`src/rtl/lab05_pkg.sv`:
```
// Shared constants and state encoding for the lab05 half-adder stimulus/check block.
package lab05_pkg;

    localparam int unsigned VEC_COUNT = 4;
    localparam int unsigned IDX_W     = 2;
    localparam int unsigned CNT_W     = 8;
    localparam int unsigned RES_W     = 2 * VEC_COUNT;

    // {X,Y} per vector for a correct half adder, vector i at bits [2i+1:2i]
    localparam logic [RES_W-1:0] EXPECT_DEFAULT = 8'h68;

    typedef enum logic [1:0] {
        ST_IDLE   = 2'd0,
        ST_DRIVE  = 2'd1,
        ST_FINISH = 2'd2
    } state_e;

endpackage

```
`src/rtl/lab05_dwell_cnt.sv`:
```
// Dwell counter: counts 0..DWELL-1 while enabled, flags the last cycle of a vector.
module lab05_dwell_cnt
    import lab05_pkg::*;
#(
    parameter int unsigned DWELL = 5
) (
    input  logic clk,
    input  logic rst,
    input  logic clr,
    input  logic en,
    output logic tc_c
);

    logic [CNT_W-1:0] cnt_q, cnt_d;

    assign tc_c = (cnt_q == CNT_W'(DWELL - 1));

    // Wraps to zero on terminal count so it never exceeds DWELL-1
    always_comb begin
        cnt_d = cnt_q;
        if (clr) begin
            cnt_d = '0;
        end else if (en) begin
            cnt_d = tc_c ? '0 : cnt_q + CNT_W'(1);
        end
    end

    always_ff @(posedge clk) begin
        if (rst) begin
            cnt_q <= '0;
        end else begin
            cnt_q <= cnt_d;
        end
    end

endmodule

```
`src/rtl/lab05_stim_check.sv`:
```
// Drives the four half-adder input vectors on A/B, captures X/Y per vector and
// reports per-vector mismatches against EXPECT.
module lab05_stim_check
    import lab05_pkg::*;
#(
    parameter int unsigned      DWELL  = 5,
    parameter logic [RES_W-1:0] EXPECT = EXPECT_DEFAULT
) (
    input  logic                 CLK,
    input  logic                 RST,
    input  logic                 START,
    input  logic                 X,
    input  logic                 Y,
    output logic                 A,
    output logic                 B,
    output logic                 BUSY,
    output logic                 DONE,
    output logic                 PASS,
    output logic [VEC_COUNT-1:0] FAIL_MASK,
    output logic [RES_W-1:0]     RESULT
);

    state_e               state_q, state_d;
    logic [IDX_W-1:0]     idx_q, idx_d;
    logic                 cap_q, cap_d;
    logic [IDX_W-1:0]     cap_idx_q, cap_idx_d;
    logic                 a_q, a_d, b_q, b_d;
    logic                 busy_q, busy_d, done_q, done_d, pass_q, pass_d;
    logic [VEC_COUNT-1:0] fail_mask_q, fail_mask_d;
    logic [RES_W-1:0]     result_q, result_d;
    logic                 cnt_clr, cnt_en, cnt_tc_c;

    lab05_dwell_cnt #(.DWELL(DWELL)) u_dwell_cnt (
        .clk  (CLK),
        .rst  (RST),
        .clr  (cnt_clr),
        .en   (cnt_en),
        .tc_c (cnt_tc_c)
    );

    // A/B lag the state by one register stage, so X/Y are sampled one cycle
    // after the terminal count, while the vector is still on the pins.
    always_comb begin
        state_d     = state_q;
        idx_d       = idx_q;
        cap_d       = 1'b0;
        cap_idx_d   = cap_idx_q;
        cnt_clr     = 1'b0;
        cnt_en      = 1'b0;
        result_d    = result_q;
        fail_mask_d = fail_mask_q;
        pass_d      = pass_q;

        if (cap_q) begin
            result_d[{cap_idx_q, 1'b0} +: 2] = {X, Y};
            if ({X, Y} != EXPECT[{cap_idx_q, 1'b0} +: 2]) begin
                fail_mask_d[cap_idx_q] = 1'b1;
            end
        end

        case (state_q)
            ST_IDLE: begin
                if (START) begin
                    state_d     = ST_DRIVE;
                    idx_d       = '0;
                    cnt_clr     = 1'b1;
                    result_d    = '0;
                    fail_mask_d = '0;
                    pass_d      = 1'b0;
                end
            end
            ST_DRIVE: begin
                cnt_en = 1'b1;
                if (cnt_tc_c) begin
                    cap_d     = 1'b1;
                    cap_idx_d = idx_q;
                    if (idx_q == IDX_W'(VEC_COUNT - 1)) begin
                        state_d = ST_FINISH;
                    end else begin
                        idx_d = idx_q + IDX_W'(1);
                    end
                end
            end
            ST_FINISH: begin
                state_d = ST_IDLE;
                pass_d  = (fail_mask_d == '0);
            end
            default: begin
                state_d = ST_IDLE;
            end
        endcase

        a_d    = (state_q == ST_DRIVE) && idx_q[1];
        b_d    = (state_q == ST_DRIVE) && idx_q[0];
        busy_d = (state_q == ST_DRIVE);
        done_d = (state_q == ST_FINISH);
    end

    always_ff @(posedge CLK) begin
        if (RST) begin
            state_q     <= ST_IDLE;
            idx_q       <= '0;
            cap_q       <= 1'b0;
            cap_idx_q   <= '0;
            a_q         <= 1'b0;
            b_q         <= 1'b0;
            busy_q      <= 1'b0;
            done_q      <= 1'b0;
            pass_q      <= 1'b0;
            fail_mask_q <= '0;
            result_q    <= '0;
        end else begin
            state_q     <= state_d;
            idx_q       <= idx_d;
            cap_q       <= cap_d;
            cap_idx_q   <= cap_idx_d;
            a_q         <= a_d;
            b_q         <= b_d;
            busy_q      <= busy_d;
            done_q      <= done_d;
            pass_q      <= pass_d;
            fail_mask_q <= fail_mask_d;
            result_q    <= result_d;
        end
    end

    assign A         = a_q;
    assign B         = b_q;
    assign BUSY      = busy_q;
    assign DONE      = done_q;
    assign PASS      = pass_q;
    assign FAIL_MASK = fail_mask_q;
    assign RESULT    = result_q;

endmodule

```
`config.mk`:
```
export PLATFORM = sky130hd
export DESIGN_NAME = lab05_stim_check
export DESIGN_NICKNAME = d
export VERILOG_FILES = /design/src/rtl/lab05_pkg.sv /design/src/rtl/lab05_dwell_cnt.sv /design/src/rtl/lab05_stim_check.sv
export SDC_FILE = /design/constraint.sdc
export NUM_CORES = 1
export LEC_CHECK = 0
export ABC_AREA = 1
export CAP_MARGIN = 40
export CORE_MARGIN = 2
export CORE_UTILIZATION = 55
export DETAILED_ROUTE_END_ITERATION = 8
export PLACE_DENSITY = 0.81
export SYNTH_ARGS = -nofsm -noshare
export SYNTH_HDL_FRONTEND = slang
export SYNTH_SLANG_ARGS = --single-unit
export TNS_END_PERCENT = 5
```
`constraint.sdc`:
```
create_clock -name CLK -period 2.61 [get_ports CLK]
set_clock_uncertainty 0.1 [all_clocks]
set_input_delay 0.261 -clock CLK [delete_from_list [all_inputs] [get_ports CLK]]
set_output_delay 0.261 -clock CLK [all_outputs]
set_load 0.02 [all_outputs]
```
==> run metrics <==
Leak Pwr 0.000762 uW; fin cells roughly 260; Final ANT Viol Nets 0; DRT iter0 DRCs 23; synthesized cell area 0.00153 mm2; hold_ws 385 ps; DR pass1 iterations 4; #FFs+latches synth 32; CP required 2760 ps; R2R setup slack between 500 and 600 ps; initial core utilization 56.8%; Seq/Total Area, Yosys 42.0%; period utilization 77.4%; TritonCTS clock tree built; Layout fillers approximately 240; syn_area_per_cell 7.66 um2; number of diodes 0; setup TNS 0 ps; Setup violations, final 0; max-cap violations 0; count of cell types in the netlist 28; hold_sp idx_q[1]; worst vdd ir 405 uV; # placed instances 248; PwrDens 474 mW/mm2; worst reg2reg startpoint cap_idx_q[0]; GPL Wtd Cong 0.815; Routed WL 2830 um; Max Root-Sink Buffers 2; Startpoint Class flop; first-pass GRT wire length 4750 um; combinational power share 6.6%; die width 56.7 um; Hold Path Cell Cnt 2; relative slew slack between 60% and 70%; worst hold-check path type flop to flop; Max Freq 495 MHz; Synth Instances between 150 and 200; via count 1303; Core ar. 0.00269 mm2; layout cells sized above 1 7.59%; Hold Buf Count CTS 0; largest net degree at the start of global routing 16; Worst Tran Pin Value 454 ps; post-CTS setup buffer count 0; R2R cell count 9; number of global-route vias before repair 1167; CTS Sinks 32; Area growth syn-to-layout 19.3%; reg2reg end PASS; grt total ovfl 0; total CTS buffers 5; HPWL reported at the end of detailed placement roughly 2100 um; Final nets 240; drt wl/cell 11.1 um; status complete, no violations; Net Sw Power 199 uW; Mapped Nets roughly 220; Hold Vio Cnt, Final 0; total global-route track usage roughly a fifth; H-tree depth 2; PortBufs 21; io pins 22; Reg clk slew, reported paths about 100 ps; Clk pwr share 35.7%; # resized after CTS 0; Final Core Density 67.7%; RSZ-0062 raised after global routing false; sw frac 23.1%; Die ar. 0.00321 mm2; Critical Path End Type flop; cell internal pwr 663 uW; initial antenna violation count 0; Tmin final approximately 2000 ps; Hold Path Sink A; YS warnings 0; row cnt 19; sequential power share around 58%; Slew Viols, Final 0; Worst-Skew Late Latency 330 ps; root buf cell clkbuf_4; crit path max fanout 8; Vias/cell ~5.1; critical path class flop to flop; # DRC 0; Die H 56.7 um; Worst EP arrival 2170 ps
-- worst max-delay path by stage --
stage,start,end,slack [ps]
after global routing,cap_idx_q[0],PASS,360
after CTS,cap_idx_q[0],PASS,620
after global placement,cap_idx_q[0],PASS,650
after floorplan,cap_idx_q[0],PASS,920
final,cap_idx_q[0],PASS,590
after detailed placement,cap_idx_q[0],PASS,640
-- power groups by stage --
| stage | registers, uW | logic, uW | clock network (uW) |
|---|---|---|---|
| floorplan | 509 | 38.4 | 0 |
| global placement | 508 | 54.3 | 0 |
| detailed placement | 508 | 56.6 | 0 |
| CTS | 497 | 56.8 | 321 |
| global route | 497 | 63.2 | 340 |
| finish | 497 | 57.2 | 308 |
-- stage by stage --
step / instance area [um2] / power [uW] / setup WS (ps)
global route: 1820 / 900 / 361
detailed placement: 1750 / 565 / 638
floorplan: 1530 / 547 / 917
CTS: 1820 / 874 / 620
finish: 1820 / 862 / 590
global placement: 1750 / 562 / 651
-- synthesized netlist by cell type, drive strengths merged --
master,n,area share [%]
xor2,3,1.7
a21o,1,0.49
a211oi,2,0.98
nand3,12,4.3
or2,1,0.41
dfxtp,32,42
nand2,36,9.8
nor4,1,0.41
nor3b,1,0.49
a21oi,17,5.6
o2111ai,1,0.57
ha,11,9.0
nand4,2,0.82
a32oi,2,1.1
o21ai,3,0.98
xnor2,1,0.57
buf,2,1.1
clkbuf,1,0.25
nor3,5,2.4
nor2,33,9.1
inv,32,7.9
-- routing by layer --
layer / wire, um / vias up / GRT usage [%]
met5: 0 / - / 0
met4: 57 / 0 / 11.2
met3: 198 / 6 / 7.60
met2: 1330 / 40 / 31.1
met1: 1250 / 581 / 21.4
li1: - / 676 / -
-- state kept, by name (all words and copies together) (netlist names) --
register and flops:
state_q 2, u_dwell_cnt.cnt_q 8, A 1, FAIL_MASK 4, DONE 1, B 1
RESULT 8, idx_q 2, cap_idx_q 2, BUSY 1, cap_q 1, PASS 1
-- kinds of logic after synthesis --
| kind of cell | synth area share (%) |
|---|---|
| xor+xnor | 2.30 |
| flops | 42.0 |
| buf+inv | 9.19 |
| fa+ha+maj | 9.02 |
| simple gates | 27.7 |
| compound gates | 9.76 |
-- area by class of cell --
cell class                 instances  area (um2)  share of cell area [%]
sequential                        32         641                    35.2
inverter                          32         120                    6.60
tap                               31        38.8                    2.13
multi-input combinational        132         744                    40.9
timing repair buffer              21         210                    11.6
clock buffer                       7        65.1                    3.58
-- worst max-delay path, stage by stage, from the launching register on --
cell,delay (ps)
dfxtp_1,480
inv_1,180
ha_1,390
xnor2_1,170
nand2_1,120
nand2_1,100
nand2_1,50
nor2_1,110
nand3_1,100
a21oi_1,160
-- cells in the final DEF, fill, tap and decap left out, types with 2 or more instances in the layout --
cell             instances
nor3_1                   4
a211oi_1                 2
nand4_1                  2
a21oi_1                 17
ha_1                    11
inv_1                   32
dfxtp_1                 32
nand2_2                  3
clkbuf_4                 5
a32oi_1                  2
nand3_1                 11
xor2_1                   3
nor2_2                   3
nand2_1                 32
clkdlybuf4s50_1         21
nor2_1                  29
clkbuf_8                 2
o21ai_0                  3
(Power assumes the default switching activity.)
==> edit 1, RTL diff (config.mk and constraints unchanged) <==
Put one more register stage on the output `RESULT`, with the module's reset. The value now appears one clock later. The other outputs are not delayed to match.
--- a/src/rtl/lab05_stim_check.sv
+++ b/src/rtl/lab05_stim_check.sv
@@ -130,7 +130,13 @@
     assign DONE      = done_q;
     assign PASS      = pass_q;
     assign FAIL_MASK = fail_mask_q;
-    assign RESULT    = result_q;
+    always_ff @(posedge CLK) begin
+        if (RST) begin
+            RESULT <= '0;
+        end else begin
+            RESULT <= result_q;
+        end
+    end
 
 endmodule
 
Function: changed (a bounded check fails within 10 cycles, from zero or initial values and one cycle with RST high).
==> edit 1 against the unedited design <==
First-iteration DRC count grew to 2.7 times the old value. Power is 18% higher. Sequential cell count is 8 higher. Highest routed layer unchanged. Worst setup slack better by 190 ps. Wire length is 11% higher. Synthesized area is 17% higher. Design area is 16% higher.
==> edit 1: results <==
set metrics [dict create \
    insertion_delay_ps 350 \
    seq_area_frac_synth_pct 44.8 \
    synth_area_leaders "dfxtp_1 45%, nand2_1 9.5%, inv_1 8.2%, nor2_1 8.2%, ha_1 7.7%" \
    holdWs_ps 329 \
    cts_root_buffer "clkbuf_4" \
    cts.reportedPaths.clkPinSlew_ps 120 \
    drive_gt1_share_pct 6.77 \
    post_dp_cell_area_mm2 0.00204 \
    drtPass1Iterations 4 \
    cts_resized 0 \
    cts_buffers 5 \
    grt_first_pass_wirelength_um 5510 \
    met2_usage_pct 28.7 \
    worst_slew_margin_rel_pct 75.2 \
    min_from "result_q[0]" \
    synthTopCellsByCount "45 x nand2_1, 40 x dfxtp_1, 39 x inv_1, 39 x nor2_1, 18 x a21oi_1" \
    place.gp.congestion 0.902 \
    path_max_fanout 9 \
    cts_max_path_buffers 2 \
    worstHoldEndpoint "RESULT[0]" \
    static-leakage-power_nw 0.875 \
    grt_pass1_vias 1312 \
    required_ps 2810 \
    ys_types 26 \
    fin_nets 281 \
    drt-initial-drc-count 62 \
    dp_hpwl_um 2310 \
    met1_usage_pct 27.7 \
    met3_usage_pct 5.97 \
    grt_max_degree 17 \
    reg.largest.list "RESULT (8), result_q (8), u_dwell_cnt.cnt_q (8)" \
    wl_per_cell_um 10.1 \
    worstSetupPathType "reg2reg" \
    p_sw_uw 249 \
    rrSetupSlack_ps 780 \
    r2r_start "cap_idx_q[0]" \
    min_path_cells 2 \
    groute.usage.overall_pct 20.0 \
    port_buffers 21 \
    via_count 1490 \
    h-tree-depth 2 \
    seq_power_uw 618 \
    ir_drop_mv 0.301 \
    r2r_end "PASS" \
    p_sw_share_pct 24.6 \
    status "finished clean" \
    critical-path-max-stage-delay_ps 510 \
    power_clock_uw 328 \
    syn-num-nets 256 \
]
-- edit 1: cell families after synthesis --
kind of cell / share of synthesized area (%)
simple gates: 27.5
xor+xnor: 2.45
fa+ha+maj: 7.70
buf+inv: 9.94
compound gates: 7.56
flops: 44.8
-- edit 1: stage by stage --
step,instances,setup WS (ps),util [%]
after floorplan,240,987,-
after global placement,302,879,66.4
after detailed placement,302,793,66.4
after CTS,310,776,68.4
after global routing,310,625,68.4
final,310,781,68.4
-- edit 1: area by class of cell --
cell class	count	area, µm²
repair buffers	23	225
inverters	41	154
multi-input cells	154	808
clock inverters	2	10.0
fillers	268	973
clock buffers	6	51.3
well taps	44	55.1
flip-flops and latches	40	801
-- edit 1: metal layers --
| metal | up-vias | part of all wire (%) |
|---|---|---|
| li1 | 791 | - |
| met1 | 652 | 50 |
| met2 | 43 | 42 |
| met3 | 4 | 6.3 |
| met4 | 0 | 1.3 |
| met5 | - | 0 |
==> edit 2, RTL diff (same settings) <==
Without the edit above. The package constant `CNT_W` goes from 8 to 12.
--- a/src/rtl/lab05_pkg.sv
+++ b/src/rtl/lab05_pkg.sv
@@ -3,7 +3,7 @@
 
     localparam int unsigned VEC_COUNT = 4;
     localparam int unsigned IDX_W     = 2;
-    localparam int unsigned CNT_W     = 8;
+    localparam int unsigned CNT_W     = 12;
     localparam int unsigned RES_W     = 2 * VEC_COUNT;
 
     // {X,Y} per vector for a correct half adder, vector i at bits [2i+1:2i]
Check against the original RTL: no difference found for any inputs over 10 cycles, from zero or initial values and one cycle with RST high; that may be too few to reach the edited logic, so the function may still have changed.
==> edit 2 against the unedited design <==
Count of clock-buffer cells in the layout fell by 1. Synthesized area rose by 22%. Fmax rose by 7.7%. Design area rose by 19%. Wire length rose by 32%. Worst setup slack improved by 140 ps. Sequential cell count rose by 4. Critical path depth did not move. Power rose by 8.8%. Largest power group unchanged.
==> edit 2: results <==
set metrics [dict create \
    min_path_cells 2 \
    top_register "u_dwell_cnt.cnt_q" \
    slew_viol_final 0 \
    dp_slack_ps 766 \
    grt_max_degree 19 \
    insertion_delay_ps 350 \
    synthTopCellsByCount "47 x nand2_1, 36 x dfxtp_1, 31 x inv_1, 27 x nor2_1, 21 x a21oi_1" \
    synth_area_leaders "dfxtp_1 39%, nand2_1 9.5%, ha_1 7.4%, inv_1 6.2%, a21oi_1 5.6%" \
    ir_drop_mv 0.335 \
    largest_reg_flops 12 \
    cts.reportedPaths.clkPinSlew_ps 100 \
    static-leakage-power_nw 0.862 \
    cts_root_buffer "clkbuf_4" \
    ys_types 30 \
    status "finished clean" \
    fin_nets 289 \
    nFillCells 307 \
    syn-num-nets 264 \
    avgViaCountPerCell 5.15 \
    ys_warn_count 0 \
    grt_pass1_vias 1529 \
    drive_gt1_share_pct 12.1 \
    antenna_cells 0 \
    drt-initial-drc-count 111 \
    port_buffers 21 \
    seq_area_frac_synth_pct 38.6 \
    cp.arrival_ps 2070 \
    h-tree-depth 2 \
    post_dp_cell_area_mm2 0.00212 \
    cts_buffers 5 \
    cts_setup_buffers 0 \
    worst_slew_margin_rel_pct 75.0 \
    cts_max_path_buffers 2 \
    fin_util_pct 65.4 \
    ys_async_sr_fraction_pct 0 \
    wl_per_cell_um 11.7 \
    dp_hpwl_um 2780 \
    drtPass1Iterations 4 \
    place.gp.congestion 0.853 \
    grt_first_pass_wirelength_um 6600 \
    groute.usage.overall_pct 21.5 \
]
==> edit 2: cell count changes after synthesis, sizes merged, moves of 3 or more <==
cell,delta
nand2,+18
nand3,+8
a21oi,+4
dfxtp,+4
nand4,+4
inv,+3
nor2,+3
==> edit 2: layout make-up <==
type | instances | area share [%]
clock buffers | 6 | 1.91
clock inverters | 1 | 0.231
inverters | 35 | 6.30
multi-input cells | 174 | 45.9
flip-flops and latches | 36 | 33.3
well taps | 46 | 2.66
repair buffers | 21 | 9.71
==> edit 2: final timing paths <==
| kind | slack [ps] | from | to |
|---|---|---|---|
| worst max register to register | 730 | cap_idx_q[0] | PASS |
| worst max-delay path | 730 | cap_idx_q[0] | PASS |
| worst min register to register | 380 | RESULT[0] | RESULT[0] |
| worst min-delay path | 380 | RESULT[0] | RESULT[0] |
==> edit 2: logic make-up (layout without fill, tap and decap cells) <==
kind of cell,count (synthesis),after routing,share of synthesized area [%]
adders and majority gates,11,11,7.37
buffers and inverters,38,63,8.11
xor gates and xnor gates,3,3,1.41
DFF,36,36,38.6
AOI/OAI and AO/OA,30,30,8.78
and+or+nand+nor,130,130,35.7
==> edit 2: where the power goes <==
| part | switching [mW] | internal, mW |
|---|---|---|
| clock | 0.175 | 0.0991 |
| combinational | 0.0642 | 0.0316 |
| sequential | 0.00850 | 0.559 |
==> edit 2: layer usage <==
metal | up-vias | wire [µm] | GRT usage [%]
met5 | - | 0 | 0
met4 | 0 | 87 | 10.8
met3 | 8 | 146 | 6.34
met2 | 33 | 1780 | 35.3
met1 | 750 | 1730 | 25.5
li1 | 853 | - | -
==> edit 2: stage by stage <==
step	instances	hold WS (ps)
floorplan	248	234
global placement	312	355
detailed placement	312	365
CTS	319	382
global route	319	401
finish	319	380
==> edit 2: critical path, cell delays in order, from the launching register on <==
cell     delay [ps]
dfxtp_1         500
inv_1           190
ha_1            370
xnor2_1         140
nand2_1         120
nand2_1         100
nand2_1          60
nor2_1          100
nand3_1          90
nand2_1          60
